<file path="src/rtl/fifo_arb_pkg.sv">
// Shared types and limits for the FIFO write-port arbiter.
package fifo_arb_pkg;

   localparam int unsigned MAX_NUM_REQ = 8;

   typedef enum logic {
      IDLE  = 1'b0,
      GRANT = 1'b1
   } arb_state_t;

endpackage

</file>
<file path="src/rtl/rr_priority_pick.sv">
// Round-robin priority search: first set request at or above i_Start,
// wrapping modulo NUM_REQ (not a power-of-two mask).
module rr_priority_pick #(
   parameter int unsigned NUM_REQ   = 4,
   parameter int unsigned IDX_WIDTH = $clog2(NUM_REQ)
) (
   input  logic [NUM_REQ-1:0]   i_Req,
   input  logic [IDX_WIDTH-1:0] i_Start,
   output logic                 o_Found,
   output logic [IDX_WIDTH-1:0] o_Idx
);

   // One extra bit so start + offset never overflows before the wrap.
   localparam int unsigned PW = IDX_WIDTH + 1;

   logic [PW-1:0] w_Pos;

   // Scan NUM_REQ positions starting at i_Start; first hit wins.
   always_comb begin
      o_Found = 1'b0;
      o_Idx   = '0;
      w_Pos   = '0;
      for (int i = 0; i < int'(NUM_REQ); i++) begin
         w_Pos = {1'b0, i_Start} + PW'(i);
         if (w_Pos >= PW'(NUM_REQ)) begin
            w_Pos = w_Pos - PW'(NUM_REQ);
         end
         if (!o_Found && i_Req[w_Pos[IDX_WIDTH-1:0]]) begin
            o_Found = 1'b1;
            o_Idx   = w_Pos[IDX_WIDTH-1:0];
         end
      end
   end

endmodule

</file>
<file path="src/rtl/fifo_wr_arbiter.sv">
// Packet-granular round-robin arbiter in front of a single FIFO write port.
// The granted source drives the FIFO write side combinationally.
module fifo_wr_arbiter
   import fifo_arb_pkg::*;
#(
   parameter int unsigned NUM_REQ    = 4,
   parameter int unsigned DATA_WIDTH = 17,
   parameter int unsigned IDX_WIDTH  = $clog2(NUM_REQ)
) (
   input  logic                          i_Clk,
   input  logic                          i_Rst,
   input  logic [NUM_REQ-1:0]            i_Req,
   input  logic [NUM_REQ-1:0]            i_Last,
   input  logic [NUM_REQ*DATA_WIDTH-1:0] i_Req_Data,
   output logic [NUM_REQ-1:0]            o_Ack,
   output logic [NUM_REQ-1:0]            o_Grant,
   output logic                          o_Busy,
   input  logic                          i_Fifo_Full,
   output logic                          o_Fifo_Data_Valid,
   output logic [DATA_WIDTH-1:0]         o_Fifo_Data
`ifdef SIMULATION
   ,
   output logic                          o_Diag_State,
   output logic [IDX_WIDTH-1:0]          o_Diag_Ptr
`endif
);

   arb_state_t            r_State;
   logic [IDX_WIDTH-1:0]  r_Grant_Idx;
   logic [IDX_WIDTH-1:0]  r_Ptr;
   logic [NUM_REQ-1:0]    r_Grant;
   logic                  r_Busy;

   logic                  w_Found;
   logic [IDX_WIDTH-1:0]  w_Pick_Idx;
   logic                  w_Write;
   logic                  w_Release;
   logic [IDX_WIDTH-1:0]  w_Ptr_Next;
   logic [DATA_WIDTH-1:0] w_Words [NUM_REQ];

   rr_priority_pick #(
      .NUM_REQ   (NUM_REQ),
      .IDX_WIDTH (IDX_WIDTH)
   ) u_pick (
      .i_Req   (i_Req),
      .i_Start (r_Ptr),
      .o_Found (w_Found),
      .o_Idx   (w_Pick_Idx)
   );

   // Write-side drive from the granted source; data mux stays live while stalled.
   always_comb begin
      for (int n = 0; n < int'(NUM_REQ); n++) begin
         w_Words[n] = i_Req_Data[n*DATA_WIDTH +: DATA_WIDTH];
      end
      w_Write           = (r_State == GRANT) & i_Req[r_Grant_Idx] & ~i_Fifo_Full;
      w_Release         = w_Write & i_Last[r_Grant_Idx];
      w_Ptr_Next        = (r_Grant_Idx == IDX_WIDTH'(NUM_REQ - 1)) ? '0
                                                                   : r_Grant_Idx + IDX_WIDTH'(1);
      o_Fifo_Data_Valid = w_Write;
      o_Ack             = w_Write ? (NUM_REQ'(1) << r_Grant_Idx) : '0;
      o_Fifo_Data       = (r_State == GRANT) ? w_Words[r_Grant_Idx] : '0;
   end

   // Arbitration FSM: pick at packet boundaries, hold grant until the last word lands.
   always_ff @(posedge i_Clk) begin
      if (i_Rst) begin
         r_State     <= IDLE;
         r_Grant_Idx <= '0;
         r_Ptr       <= '0;
         r_Grant     <= '0;
         r_Busy      <= 1'b0;
      end else begin
         case (r_State)
            IDLE: begin
               if (w_Found) begin
                  r_State     <= GRANT;
                  r_Grant_Idx <= w_Pick_Idx;
                  r_Grant     <= NUM_REQ'(1) << w_Pick_Idx;
                  r_Busy      <= 1'b1;
               end
            end
            GRANT: begin
               if (w_Release) begin
                  r_State <= IDLE;
                  r_Ptr   <= w_Ptr_Next;
                  r_Grant <= '0;
                  r_Busy  <= 1'b0;
               end
            end
            default: r_State <= IDLE;
         endcase
      end
   end

   assign o_Grant = r_Grant;
   assign o_Busy  = r_Busy;

`ifdef SIMULATION
   assign o_Diag_State = r_State;
   assign o_Diag_Ptr   = r_Ptr;
`endif

endmodule

</file>
<file path="config.mk">
export PLATFORM = sky130hd
export DESIGN_NAME = fifo_wr_arbiter
export DESIGN_NICKNAME = d
export VERILOG_FILES = /design/src/rtl/fifo_arb_pkg.sv /design/src/rtl/rr_priority_pick.sv /design/src/rtl/fifo_wr_arbiter.sv
export SDC_FILE = /design/constraint.sdc
export NUM_CORES = 1
export LEC_CHECK = 0
export CAP_MARGIN = 20
export CORE_MARGIN = 8
export CORE_UTILIZATION = 45
export CTS_CLUSTER_DIAMETER = 100
export DETAILED_ROUTE_END_ITERATION = 16
export DONT_BUFFER_PORTS = 1
export GPL_ROUTABILITY_DRIVEN = 0
export GPL_TIMING_DRIVEN = 0
export PLACE_DENSITY = 0.68
export SLEW_MARGIN = 40
export SYNTH_ARGS = -nofsm -noshare
export SYNTH_HDL_FRONTEND = slang
export SYNTH_HIERARCHICAL = 1
export SYNTH_SLANG_ARGS = --single-unit
</file>
<file path="constraint.sdc">
create_clock -name i_Clk -period 4.8 [get_ports i_Clk]
set_input_delay 0.48 -clock i_Clk [delete_from_list [all_inputs] [get_ports i_Clk]]
set_output_delay 0.48 -clock i_Clk [all_outputs]
set_load 0.05 [all_outputs]
</file>
==> results.md <==
* Mapped cell area at 1150 µm²
* Commonest non-fill, non-tap cell in the layout: and2_1
* First-pass GRT wire length at 5070 µm
* Number of synthesized register bits at 10
* CTS tree: yes
* Max incr delay on CP at 0.54 ns
* Clock sink count at 10
* Row Count at 18
* CP top delay family: simple AND/OR/NAND/NOR gates
* HPWL Detailed at 3150 µm
* Antenna cells at 0
* Grt total ovfl at 0
* Max Cap Viol at 0
* Synth Net Count at 193
* CP max FO at 10
* Sequential area share after synthesis at 17.4%
* CP bufs+invs at 1
* Combinational power share at 50.7%
* Worst-path cell chain: clkbuf_1, nand3b_1, o22ai_4, and2_1
* WL final at 3540 µm
* Number of global-route vias before repair at 916
* Initial DRC Count at 25
* Int Pwr at 0.000196 W
* # port buffers at 0
* Final hold slack at 0.515 ns
* Core box area at 2450 µm²
* Die ar. at 4440 µm²
* Leading area contributor after synthesis: mux4_2
* CP arrival at 2.09 ns
* Cts bufs inserted at 3
* Largest net degree at the start of global routing at 11
* Fin nets at 198
* Pwr/cell area at 306 nW/µm²
* Type of origin of the critical path: flip-flop
* Final setup fails at 0
* Sequential power share at 29.7%
* Synth top area share at 35.1%
* Setup TNS at 0 ns
* Clock buffer depth at 2
* Initial Utilization at 47.0%
* Most frequent cells in the layout: and2_1, mux4_2, dfxtp_1, inv_1
* Clock share of power at 19.7%
* # hold bufs at CTS at 0
* Root Buffer: clkbuf_4
* Sw frac at 47.8%
* Total number of vias at 911
* Die W at 66.6 µm
* Worst min-delay path class: reg -> reg
* Final hold vios at 0
* Area growth syn-to-layout at 6.40%
* PostCTS Resize Cnt at 0
* First drt pass iteration count at 6
* Via-per-instance ratio at 6.33
* Leakage Power at 0.448 nW
* Final ANT Viol Nets at 0
* Worst IR drop on VDD at 216 µV
* Fmax at 389 MHz
* Fraction of layout cells with a size suffix above 1 at 28.9%
* Status: complete, no violations
* Post-CTS Setup Bufs at 0
* Mapped Cells at 110
* # H-tree levels at 1
* Max-slew violation count at 0
* RSZ-0062 raised after global routing: false
* Netlist cell types at 30
* Antenna violations before repair at 0
* Synth area leaders: mux4_2, dfxtp_1, and2_1
* Yosys warns at 6
* Setup Skew at 0.000659 ns
* Clk slew on worst S/H paths at 0.06 ns
* Kind of critical path: reg -> out
* Mean routed wirelength per cell at 24.6 µm
* Clock latency on the worst-skew pair at 0.26 ns
* Die Y-Extent at 66.6 µm
* CP required at 4.32 ns
* Actual slew at the worst max-slew pin at 0.596 ns
* Slew headroom at 60.3%
* Net Switching at 0.000180 W
* Fin crit share at 53.5%
* Slowest cell on the critical path: and2_1
* Mean post-synth cell area at 10.5 µm²
* Crit. End Element: primary output
* IO Pins at 106
* GR Util All Layers at 14.8%
* Final min period at 2.57 ns
* DRC viols at 0
==> sequential cells by signal, indices dropped and copies added, names as in the netlist <==
register and flops:
r_Ptr 2, o_Grant 4, r_Grant_Idx 2, r_State 1, o_Busy 1
==> logic make-up (layout without fill, tap and decap cells) <==
logic type,Yosys count,in the layout,share of synthesized area (%)
compound gates,18,18,12.8
mux,21,21,37.7
simple gates,40,40,20.9
flops,10,10,17.4
buf+inv,17,21,6.83
fa+ha+maj,4,4,4.34
==> power groups by stage <==
stage	registers [W]	logic (W)	clock network [W]
6_report	0.000112	0.000191	0.0000740
5_1_grt	0.000113	0.000203	0.0000825
4_1_cts	0.000111	0.000193	0.0000781
3_3_place_gp	0.000113	0.000191	0
2_1_floorplan	0.000111	0.000176	0
3_5_place_dp	0.000113	0.000193	0
==> per-layer routing <==
metal,GRT usage (%),vias to the layer above,wire length [µm]
li1,-,419,-
met5,0,-,0
met2,28.3,63,1870
met1,13.3,425,1100
met3,7.55,4,544
met4,3.20,0,29
==> path summary, 6_finish.rpt <==
| check | start | slack (ns) | cells after the start | to |
|---|---|---|---|---|
| setup / recovery | r_State | 2.23 | 4 | o_Ack[3] |
| hold / removal | r_Ptr[0] | 0.52 | 2 | r_Ptr[0] |
| setup reg to reg | r_State | 2.97 | 5 | o_Grant[1] |
| hold reg to reg | r_Ptr[0] | 0.52 | 2 | r_Ptr[0] |
==> tightest hold or removal path, delay by kind of cell, from the launching register on <==
family | cells | cell delay (ns)
compound gates | 1 | 0.05
flops | 1 | 0.34
simple gates | 1 | 0.08
==> per-stage QoR <==
stage | cell area (µm²) | std cells | worst slack (ns) | total power (W) | utilization (%)
finish | 1230 | 144 | 2.23 | 0.000376 | 50.0
global route | 1230 | 144 | 2.03 | 0.000398 | 50.0
CTS | 1230 | 144 | 2.17 | 0.000383 | 50.0
detailed placement | 1190 | 140 | 2.44 | 0.000307 | 48.5
global placement | 1190 | 140 | 2.45 | 0.000304 | 48.5
floorplan | 1150 | 110 | 2.51 | 0.000287 | -
==> cells in the mapped netlist <==
cell type	number
a21o_1	2
a21oi_1	5
a21oi_4	1
a221o_1	1
a31o_2	2
a32o_1	2
and2_1	22
and3_1	2
buf_1	1
buf_2	3
buf_4	1
buf_6	1
clkbuf_1	3
dfxtp_1	10
ha_1	4
inv_1	7
inv_2	1
mux2i_1	3
mux4_2	18
nand2b_1	4
nand3_1	2
nand3b_1	1
nand4b_1	1
nor2_1	5
nor3_1	2
o21ai_0	1
o21ai_1	2
o221ai_1	1
o22ai_4	1
or3b_4	1
==> cell type report <==
class | count | area [µm²]
Fill cell | 230 | 1230
Inverter | 8 | 30.0
Tap cell | 30 | 37.5
Multi-Input combinational cell | 83 | 875
Clock buffer | 4 | 36.3
Sequential cell | 10 | 200
Buffer | 9 | 48.8
Power figures use the tool's default switching activity.
